<file path="src/rtl/sram_ctrl_pkg.sv">
// -----------------------------------------------------------------------------
// sram_ctrl_pkg
//   Shared definitions for the SRAM read/write control path and its consumers:
//   default word/FIFO geometry and the read-strobe decode used both by the
//   word collector and by the control generator's bench.
// -----------------------------------------------------------------------------
package sram_ctrl_pkg;

    localparam int unsigned DEF_DATA_W = 8;
    localparam int unsigned DEF_DEPTH  = 4;

    // A sense-amp strobe is a read only when it is not part of a write cycle.
    function automatic logic rd_decode(input logic sa_en, input logic write_bit);
        return sa_en & ~write_bit;
    endfunction

endpackage

</file>
<file path="src/rtl/sa_word_fifo.sv">
// -----------------------------------------------------------------------------
// sa_word_fifo
//   Synchronous FIFO with occupancy counter and a registered head output.
//   Ports:
//     clk, rst_n   clock, asynchronous active-low reset
//     push         request to write push_data
//     push_data    word to enqueue
//     pop          request to dequeue the head (ignored while empty)
//     head_data    registered head-of-queue word (0 while empty)
//     head_valid   registered non-empty flag
//     full, empty  occupancy flags
//     count        current occupancy, 0..DEPTH
//     push_refused push requested but not accepted (full, no pop this cycle)
// -----------------------------------------------------------------------------
module sa_word_fifo
    import sram_ctrl_pkg::*;
#(
    parameter int unsigned W     = DEF_DATA_W,
    parameter int unsigned DEPTH = DEF_DEPTH     // power of two, >= 2
) (
    input  logic                       clk,
    input  logic                       rst_n,
    input  logic                       push,
    input  logic [W-1:0]               push_data,
    input  logic                       pop,
    output logic [W-1:0]               head_data,
    output logic                       head_valid,
    output logic                       full,
    output logic                       empty,
    output logic [$clog2(DEPTH):0]     count,
    output logic                       push_refused
);

    localparam int unsigned PTR_W = $clog2(DEPTH);
    localparam int unsigned CNT_W = PTR_W + 1;
    localparam logic [CNT_W-1:0] FULL_COUNT = CNT_W'(DEPTH);

    logic [W-1:0]     mem [DEPTH];
    logic [PTR_W-1:0] wr_ptr_q, rd_ptr_q, rd_ptr_next;
    logic [CNT_W-1:0] count_q, count_next;
    logic [W-1:0]     head_q, head_next;
    logic             valid_q;
    logic             push_en, pop_en;

    assign empty = (count_q == '0);
    assign full  = (count_q == FULL_COUNT);

    // A push into a full FIFO is still accepted when the head leaves in the
    // same cycle, since the freed slot is the one the write pointer addresses.
    assign pop_en       = pop & ~empty;
    assign push_en      = push & (~full | pop_en);
    assign push_refused = push & ~push_en;

    // NOTE: every signal assigned in always_comb gets a default first so that
    // no path leaves it unassigned and no latch is inferred.
    always_comb begin
        count_next  = count_q;
        rd_ptr_next = rd_ptr_q;
        head_next   = '0;
        case ({push_en, pop_en})
            2'b10:   count_next = count_q + 1'b1;
            2'b01:   count_next = count_q - 1'b1;
            default: count_next = count_q;
        endcase
        if (pop_en) begin
            rd_ptr_next = rd_ptr_q + 1'b1;
        end
        // The new head is either an existing entry or, when the queue is (or
        // becomes) otherwise empty, the word being written this very cycle.
        if (count_next != '0) begin
            if (push_en && (wr_ptr_q == rd_ptr_next)) begin
                head_next = push_data;
            end else begin
                head_next = mem[rd_ptr_next];
            end
        end
    end

    // NOTE: storage array is deliberately not reset; only pointers, count and
    // the head register are, so unread entries are never observable.
    always_ff @(posedge clk) begin
        if (push_en) begin
            mem[wr_ptr_q] <= push_data;
        end
    end

    // NOTE: sequential state uses non-blocking assignments so every register
    // samples pre-edge values regardless of statement order.
    always_ff @(posedge clk or negedge rst_n) begin
        if (!rst_n) begin
            wr_ptr_q <= '0;
            rd_ptr_q <= '0;
            count_q  <= '0;
            head_q   <= '0;
            valid_q  <= 1'b0;
        end else begin
            if (push_en) begin
                wr_ptr_q <= wr_ptr_q + 1'b1;
            end
            rd_ptr_q <= rd_ptr_next;
            count_q  <= count_next;
            head_q   <= head_next;
            valid_q  <= (count_next != '0);
        end
    end

    assign head_data  = head_q;
    assign head_valid = valid_q;
    assign count      = count_q;

endmodule

</file>
<file path="src/rtl/sa_word_collector.sv">
// -----------------------------------------------------------------------------
// sa_word_collector
//   Assembles sense-amp read bits into DATA_W-bit words and queues them for the
//   host-side read path.
//   Ports:
//     clk, rst_n   clock, asynchronous active-low reset
//     sa_en        sense-amp enable strobe from the control generator
//     write_bit    write-cycle indicator (suppresses capture)
//     sa_out       sense-amp result, valid the cycle after a read strobe
//     flush        drop the partial word and clear overflow
//     word_data    head-of-queue word, bit i = i-th captured bit
//     word_valid   queue non-empty
//     word_ready   consumer accepts word_data this cycle
//     fill_level   queue occupancy
//     bit_count    bits held in the partial word
//     overflow     sticky: a completed word was dropped
// -----------------------------------------------------------------------------
module sa_word_collector
    import sram_ctrl_pkg::*;
#(
    parameter int unsigned DATA_W = DEF_DATA_W,  // >= 2
    parameter int unsigned DEPTH  = DEF_DEPTH    // power of two, >= 2
) (
    input  logic                       clk,
    input  logic                       rst_n,
    input  logic                       sa_en,
    input  logic                       write_bit,
    input  logic                       sa_out,
    input  logic                       flush,
    output logic [DATA_W-1:0]          word_data,
    output logic                       word_valid,
    input  logic                       word_ready,
    output logic [$clog2(DEPTH):0]     fill_level,
    output logic [$clog2(DATA_W)-1:0]  bit_count,
    output logic                       overflow
);

    localparam int unsigned BC_W = $clog2(DATA_W);
    localparam logic [BC_W-1:0] LAST_BIT = BC_W'(DATA_W - 1);

    logic              rd_q;
    logic [BC_W-1:0]   bit_count_q;
    logic [DATA_W-1:0] shift_q;
    logic              overflow_q;

    logic              capture;
    logic              word_done;
    logic [DATA_W-1:0] full_word;
    logic              push_refused;
    logic              fifo_full, fifo_empty;

    // The generator's strobes are registered here; sa_out is then valid in
    // the cycle where rd_q is high. flush kills an in-flight capture.
    assign capture   = rd_q & ~flush;
    assign word_done = capture && (bit_count_q == LAST_BIT);

    // The completing bit is merged combinationally so the word can be pushed
    // on the same edge that captures its last bit.
    always_comb begin
        full_word              = shift_q;
        full_word[DATA_W-1]    = sa_out;
    end

    always_ff @(posedge clk or negedge rst_n) begin
        if (!rst_n) begin
            rd_q        <= 1'b0;
            bit_count_q <= '0;
            shift_q     <= '0;
            overflow_q  <= 1'b0;
        end else if (flush) begin
            rd_q        <= 1'b0;
            bit_count_q <= '0;
            shift_q     <= '0;
            overflow_q  <= 1'b0;
        end else begin
            rd_q <= rd_decode(sa_en, write_bit);
            if (capture) begin
                if (word_done) begin
                    bit_count_q <= '0;
                    shift_q     <= '0;
                end else begin
                    bit_count_q          <= bit_count_q + 1'b1;
                    shift_q[bit_count_q] <= sa_out;
                end
            end
            if (push_refused) begin
                overflow_q <= 1'b1;
            end
        end
    end

    sa_word_fifo #(
        .W     (DATA_W),
        .DEPTH (DEPTH)
    ) u_fifo (
        .clk          (clk),
        .rst_n        (rst_n),
        .push         (word_done),
        .push_data    (full_word),
        .pop          (word_ready),
        .head_data    (word_data),
        .head_valid   (word_valid),
        .full         (fifo_full),
        .empty        (fifo_empty),
        .count        (fill_level),
        .push_refused (push_refused)
    );

    assign bit_count = bit_count_q;
    assign overflow  = overflow_q;

endmodule

</file>
<file path="config.mk">
export PLATFORM = sky130hd
export DESIGN_NAME = sa_word_collector
export DESIGN_NICKNAME = d
export VERILOG_FILES = /design/src/rtl/sram_ctrl_pkg.sv /design/src/rtl/sa_word_fifo.sv /design/src/rtl/sa_word_collector.sv
export SDC_FILE = /design/constraint.sdc
export NUM_CORES = 1
export LEC_CHECK = 0
export ABC_CLOCK_PERIOD_IN_PS = 3300
export CAP_MARGIN = 20
export CORE_MARGIN = 5
export CORE_UTILIZATION = 41
export DETAILED_ROUTE_END_ITERATION = 10
export GPL_ROUTABILITY_DRIVEN = 0
export GPL_TIMING_DRIVEN = 0
export PLACE_DENSITY = 0.66
export SYNTH_ARGS = -nofsm -noshare
export SYNTH_HDL_FRONTEND = slang
export SYNTH_SLANG_ARGS = --single-unit
</file>
<file path="constraint.sdc">
create_clock -name clk -period 3.3 [get_ports clk]
set_input_delay 0.825 -clock clk [delete_from_list [all_inputs] [get_ports clk]]
set_output_delay 0.825 -clock clk [all_outputs]
set_load 0.05 [all_outputs]
</file>
# Word-level counts from Yosys, hierarchy flattened

Memory sizes are Yosys's and may differ from the RTL's.
Cells that the tools add are included.

Register bits: 29
RAM bits: 32
Output and inout port bits: 16
Word-level logic and storage cells: 58
Memories kept: 1

Memory list:

| memory     | depth | width | rd ports | clocked after memory_dff | write ports | RTL line           | source |
|---|---|---|---|---|---|---|---|
| u_fifo.mem | 4     | 8     | 1        | 0                        | 1           | sa_word_fifo.sv:38 | `logic [W-1:0] mem [DEPTH];` |

Add/sub/neg operators: 5
Order comparisons: 2
Eq/ne operators: 5
Mux-type cells: 18
Bitwise operators: 11
Reductions and logical operators: 7

Operators by type and width:

| cell                                                       | count |
|---|---|
| two-way mux 8 bit                                          | 5 |
| two-way mux 3 bit                                          | 3 |
| bitwise mux 8 bit                                          | 1 |
| adder 3 x 1 -> 3 bit, second input constant                | 2 |
| == test 3 bit, second input constant                       | 2 |
| two-way mux 1 bit                                          | 6 |
| one-hot mux 3 bit (2 select lines)                         | 1 |
| AND 1 bit                                                  | 5 |
| inverter 1 bit                                             | 5 |
| adder 2 x 1 -> 2 bit, second input constant                | 2 |
| less-than comparator 3 x 4 -> 1 bit, second input constant | 1 |
| nonzero test 2 bit                                         | 2 |
| demux 1 bit (select 3 bit)                                 | 1 |
| >= comparator 3 x 1 -> 1 bit, second input constant        | 1 |
| logical AND 1 bit                                          | 3 |
| logical NOT 3 bit                                          | 1 |
| nonzero test 3 bit                                         | 1 |
| subtractor 3 x 1 -> 3 bit, second input constant           | 1 |
| == test 2 x 1 -> 1 bit, second input constant              | 1 |
| == test 2 bit                                              | 1 |
| == test 2 bit, second input constant                       | 1 |
| two-way mux 2 bit                                          | 1 |
| bitwise OR 1 bit                                           | 1 |

# Depth between registers and ports, before layout

Depth in word-level cells: 9
Gate-level depth with buffers: 11
Gate-level depth less buffers: 9

# Hierarchy

Synthesis repeated with hierarchy kept, for this count alone.

Cells, all modules: 285
Area total of the unflattened synthesis: 3261.9 µm²

Modules (own cells, without submodules):

| module            | instances | cells each | area an instance (µm²) |
|---|---|---|---|
| sa_word_fifo      | 1         | 232        | 2642.5 |
| sa_word_collector | 1         | 53         | 619.3 |

# Least setup slack after synthesis

No wires, ideal clock.

Path kind: register to register
Start: register u_fifo.count_q[0] (netlist: u_fifo.count[0])
End: register u_fifo.head_q[0] (netlist: u_fifo.head_data[0])
Setup time: 0.146 ns
Arrival time: 2.884 ns
Required time: 3.154 ns
Setup slack: 0.270 ns
Cell stages (with the launch flop): 11
Buffers on the path: 3
Clock period less this slack: 3.030 ns
Cells stage by stage: dfrtp_1 buf_6 o31a_1 buf_6 clkbuf_1 nand2_1 fa_1 or3_1 and3_1 nor3_4 a32oi_1

Cells in the longest elaborated chain, start to end: 9

RTL lines:

| item                                                           | RTL line            | source |
|---|---|---|
| start, declared                                                | sa_word_fifo.sv:40  | `logic [CNT_W-1:0] count_q, count_next;` |
| start signal, assigned                                         | sa_word_fifo.sv:101 | `count_q <= count_next;` |
| logical NOT 3 bit                                              | sa_word_fifo.sv:45  | `assign empty = (count_q == '0);` |
| inverter 1 bit                                                 | sa_word_fifo.sv:50  | `assign pop_en = pop & ~empty;` |
| AND 1 bit                                                      | sa_word_fifo.sv:50  |  |
| bitwise OR 1 bit                                               | sa_word_fifo.sv:51  | `assign push_en = push & (~full \| pop_en);` |
| AND 1 bit                                                      | sa_word_fifo.sv:51  |  |
| == test 2 x 1 -> 1 bit / == test 2 bit (equally long branches) | sa_word_fifo.sv:60  | `case ({push_en, pop_en})` |
| one-hot mux 3 bit (2 select lines)                             | sa_word_fifo.sv:60  |  |
| nonzero test 3 bit                                             | sa_word_fifo.sv:70  | `if (count_next != '0) begin` |
| two-way mux 8 bit *                                            | sa_word_fifo.sv:70  |  |
| named net u_fifo.head_next[0]                                  | sa_word_fifo.sv:41  | `logic [W-1:0] head_q, head_next;` |
| end signal, assigned                                           | sa_word_fifo.sv:102 | `head_q <= head_next;` |
| end, declared                                                  | sa_word_fifo.sv:41  |  |

Mark *: on every way through the listed nets, which the timed path passes. The rest lies on a longest branch.
A chain may end at the register's enable or synchronous reset.

# Worst setup path after layout

Start: input word_ready
End: register u_fifo.head_q[2] (netlist: u_fifo.head_data[2])

Cells in the longest elaborated chain, start to end: 7

RTL lines:

| item                                                           | RTL line                | source |
|---|---|---|
| start, declared                                                | sa_word_collector.sv:32 | `input logic word_ready,` |
| AND 1 bit *                                                    | sa_word_fifo.sv:50      |  |
| bitwise OR 1 bit                                               | sa_word_fifo.sv:51      |  |
| AND 1 bit                                                      | sa_word_fifo.sv:51      |  |
| == test 2 x 1 -> 1 bit / == test 2 bit (equally long branches) | sa_word_fifo.sv:60      |  |
| one-hot mux 3 bit (2 select lines)                             | sa_word_fifo.sv:60      |  |
| nonzero test 3 bit                                             | sa_word_fifo.sv:70      |  |
| two-way mux 8 bit *                                            | sa_word_fifo.sv:70      |  |
| named net u_fifo.head_next[2]                                  | sa_word_fifo.sv:41      |  |

Marks and branches as above.

==> metrics.txt <==
# TYPE chip_impl_metric gauge
chip_impl_metric{name="route.detailed.wl_per_inst",unit="microns"} 15.6
chip_impl_metric{name="fraction_of_final_layout_cells_sized_beyond_drive_strength_1",unit="%"} 11.7
chip_impl_metric{name="drtIter0Drc",unit=""} 157
chip_impl_metric{name="finalNetCount",unit=""} 342
chip_impl_metric{name="postSynth.asyncResetShare",unit="%"} 46.7
chip_impl_metric{name="finClkSkew",unit="ns"} 0.0120
chip_impl_metric{name="port-buffer-count",unit=""} 21
chip_impl_metric{name="ioPinCount",unit=""} 23
chip_impl_metric{name="synth-seq-cells",unit=""} 60
chip_impl_metric{name="final_min_period_over_clock_period",unit="%"} 96.7
chip_impl_metric{name="drtPass1Iterations",unit=""} 5
chip_impl_metric{name="ctsResizeCount",unit=""} 0
chip_impl_metric{name="diodes",unit=""} 0
chip_impl_metric{name="slew-limit-headroom",unit="%"} 53.2
chip_impl_metric{name="cts.sinks",unit=""} 60
chip_impl_info{name="critical_path.startpoint_type",value="primary input"} 1
chip_impl_metric{name="antenna_found_initial",unit=""} 0
chip_impl_metric{name="power.density",unit="nW/um^2"} 494
chip_impl_metric{name="actual_slew_at_the_worst_max_slew_pin",unit="ns"} 0.699
chip_impl_info{name="clock_tree_from_tritoncts",value="yes"} 1
chip_impl_metric{name="cp_max_fo",unit=""} 15
chip_impl_metric{name="power.leakage",unit="nW"} 1.44
chip_impl_metric{name="setup_viol",unit=""} 0
chip_impl_metric{name="first_pass_grt_wire_length",unit="microns"} 11500
chip_impl_metric{name="netlist.area_leader.share",unit="%"} 30.5
chip_impl_metric{name="fp-row-count",unit=""} 32
chip_impl_metric{name="coreArea",unit="sq um"} 7610
chip_impl_metric{name="route.final.wire_length",unit="microns"} 6790
chip_impl_metric{name="finalHoldViolCount",unit=""} 0
chip_impl_metric{name="number_of_enable_flip_flop_cells_after_synthesis",unit=""} 32
chip_impl_metric{name="maxCapViolations",unit=""} 0
chip_impl_metric{name="ir_drop",unit="uV"} 201
chip_impl_metric{name="die-width",unit="microns"} 97.6
chip_impl_metric{name="syn2layout_area_growth",unit="%"} 17.3
chip_impl_metric{name="first_global_vias",unit=""} 2286
chip_impl_metric{name="tritoncts.num_buffers",unit=""} 9
chip_impl_metric{name="half_perimeter_wire_length_of_the_detailed_placement_result",unit="microns"} 4990
chip_impl_info{name="run_status",value="complete, no violations"} 1
chip_impl_metric{name="synth.yosys.warnings",unit=""} 0
chip_impl_info{name="crit_path_end_kind",value="flop"} 1
chip_impl_info{name="criticalPathCategory",value="primary input to flop"} 1
chip_impl_metric{name="postSynthNetCount",unit=""} 310
chip_impl_metric{name="clock_tree.buffer_depth",unit=""} 2
chip_impl_metric{name="dieHeight",unit="microns"} 97.6
chip_impl_metric{name="initial_core_util",unit="%"} 41.4
chip_impl_metric{name="syn_area_per_cell",unit="sq um"} 10.6
chip_impl_metric{name="fmaxAchievable",unit="MHz"} 313
chip_impl_metric{name="num_vias",unit=""} 2359
chip_impl_info{name="synthTopCellsByArea",value="sky130_fd_sc_hd__edfxtp_1, sky130_fd_sc_hd__dfrtp_1, sky130_fd_sc_hd__nor3_1, sky130_fd_sc_hd__nand2_1, sky130_fd_sc_hd__o21ai_0"} 1
chip_impl_info{name="unrepaired_setup_endpoints_after_global_routing",value="no"} 1
chip_impl_metric{name="layout.core_utilization",unit="%"} 48.6
chip_impl_metric{name="synth_cell_type_count",unit=""} 48
chip_impl_metric{name="die-area",unit="sq um"} 9530
chip_impl_info{name="cts_root_buffer",value="sky130_fd_sc_hd__clkbuf_8"} 1
chip_impl_metric{name="overflow",unit=""} 0
chip_impl_metric{name="synth-seq-area-share",unit="%"} 52.8
chip_impl_metric{name="drt_drc_violations_left",unit=""} 0
chip_impl_metric{name="ctsHoldBuffers",unit=""} 0
chip_impl_metric{name="worstPathArrival",unit="ns"} 3.36
chip_impl_metric{name="reg_clk_slew_reported_paths",unit="ns"} 0.07
chip_impl_metric{name="syn_inst",unit=""} 296
chip_impl_metric{name="ant_nets",unit=""} 0
chip_impl_info{name="hold_path_class",value="flop to flop"} 1
chip_impl_metric{name="clock_latency",unit="ns"} 0.34
chip_impl_metric{name="grt_use_total",unit="%"} 15.3
chip_impl_metric{name="cts_setup_buffers",unit=""} 0
chip_impl_metric{name="h-tree-depth",unit=""} 3
chip_impl_metric{name="routed_via_density",unit=""} 5.42
chip_impl_metric{name="final_max_slew_viols",unit=""} 0
chip_impl_info{name="post-synth-top-area-cell",value="sky130_fd_sc_hd__edfxtp_1"} 1
chip_impl_metric{name="total_power",unit="mW"} 1.82
chip_impl_metric{name="period_needed",unit="ns"} 3.19
chip_impl_info{name="synth_ff_type",value="sky130_fd_sc_hd__edfxtp_1"} 1
chip_impl_metric{name="grt_start_max_net_pins",unit=""} 17
chip_impl_metric{name="required",unit="ns"} 3.47
chip_impl_metric{name="synthesis.area",unit="sq um"} 3150
## kinds of logic (layout without fill, tap and decap cells)
kind of cell	count (synthesis)	count (layout)	share of synthesized area (%)
flip-flops	60	60	52.8
XOR/XNOR	9	9	3.58
AO/OA/AOI/OAI	41	41	9.06
buffers and inverters	31	68	5.01
adder cells (fa/ha/maj)	7	7	3.02
AND/OR/NAND/NOR	141	141	24.2
multiplexers	7	7	2.38
## synth_stat cells, drive strengths merged, types with 4 or more instances
| cell type | n |
|---|---|
| a21oi | 7 |
| a32oi | 7 |
| and2 | 4 |
| buf | 13 |
| clkbuf | 8 |
| dfrtp | 28 |
| edfxtp | 32 |
| ha | 6 |
| inv | 10 |
| mux2i | 6 |
| nand2 | 30 |
| nand2b | 4 |
| nand3 | 11 |
| nand4 | 7 |
| nor2 | 16 |
| nor3 | 40 |
| nor3b | 8 |
| nor4 | 8 |
| o21ai | 16 |
| xnor2 | 6 |
## cell type report
class	count	area (sq um)
flip-flops and latches	60	1660
repair buffers	22	238
multi-input cells	205	1330
clock inverters	6	56.3
fillers	721	3910
plain buffers	20	116
inverters	10	37.5
well taps	102	128
clock buffers	10	128
## flip-flops by register name, summed over array words and instances (netlist names)
register / count
bit_count: 3
overflow: 1
rd_q: 1
shift_q: 7
u_fifo.count: 3
u_fifo.head_data: 8
u_fifo.head_valid: 1
u_fifo.mem: 32
u_fifo.rd_ptr_q: 2
u_fifo.wr_ptr_q: 2
## path summary, 6_finish.rpt
check,startpoint,end,slack [ns],cells after the start
worst max register to register,bit_count[1]$_DFFE_PN0P_,u_fifo.head_data[2]$_DFF_PN0_,0.35,9
worst min register to register,overflow$_DFFE_PN0P_,overflow$_DFFE_PN0P_,0.51,2
worst max-delay path,word_ready,u_fifo.head_data[2]$_DFF_PN0_,0.11,9
min in group asynchronous,rst_n,u_fifo.head_data[0]$_DFF_PN0_,0.90,1
worst min-delay path,overflow$_DFFE_PN0P_,overflow$_DFFE_PN0P_,0.51,2
max in group asynchronous,rst_n,shift_q[4]$_DFFE_PN0P_,1.87,2
## per-stage QoR
step                      instances  setup slack, ns  cell area [sq um]  hold slack [ns]  setup TNS, ns
final                           435            0.109               3690            0.509              0
after detailed placement        420           -0.663               3510            0.507          -6.25
after CTS                       435            0.135               3690            0.523              0
after global routing            435          0.00161               3690            0.557              0
after global placement          419           -0.612               3490            0.481          -5.82
after floorplan                 296            0.270               3150            0.490              0
## critical path, cell delays in order
cell                              delay [ns]
sky130_fd_sc_hd__clkdlybuf4s50_1        0.49
sky130_fd_sc_hd__o31a_1                 0.15
sky130_fd_sc_hd__buf_6                  0.19
sky130_fd_sc_hd__nand2_1                0.09
sky130_fd_sc_hd__fa_1                   0.42
sky130_fd_sc_hd__or3_1                  0.38
sky130_fd_sc_hd__and3_1                 0.22
sky130_fd_sc_hd__nor3_4                 0.38
sky130_fd_sc_hd__a32oi_1                0.21
## layer usage
metal  up-vias  routed length [microns]  share of wire [%]  GRT usage [%]
met5         -                        0                  0              0
met4         0                      168                2.5           8.09
met3        17                      362                5.3           2.80
met2        70                     3130                 46           23.4
met1      1129                     3130                 46           20.5
li1       1143                        -                  -              -
## power by group
part	internal, mW	switching (mW)
sequential	0.802	0.0160
clock	0.342	0.284
combinational	0.150	0.228
total	1.29	0.529
## cell usage in the layout (no fill, tap or decap), types with 7 or more instances in the layout
cell type	instances
sky130_fd_sc_hd__a21oi_1	7
sky130_fd_sc_hd__a32oi_1	7
sky130_fd_sc_hd__buf_2	8
sky130_fd_sc_hd__clkbuf_1	7
sky130_fd_sc_hd__clkbuf_8	9
sky130_fd_sc_hd__clkdlybuf4s50_1	21
sky130_fd_sc_hd__dfrtp_1	28
sky130_fd_sc_hd__edfxtp_1	32
sky130_fd_sc_hd__inv_1	10
sky130_fd_sc_hd__nand2_1	30
sky130_fd_sc_hd__nand3_1	10
sky130_fd_sc_hd__nand4_1	7
sky130_fd_sc_hd__nor2_1	15
sky130_fd_sc_hd__nor3_1	39
sky130_fd_sc_hd__nor3b_1	8
sky130_fd_sc_hd__nor4_1	8
sky130_fd_sc_hd__o21ai_0	16
No activity file was read; power rests on OpenSTA's default activity.
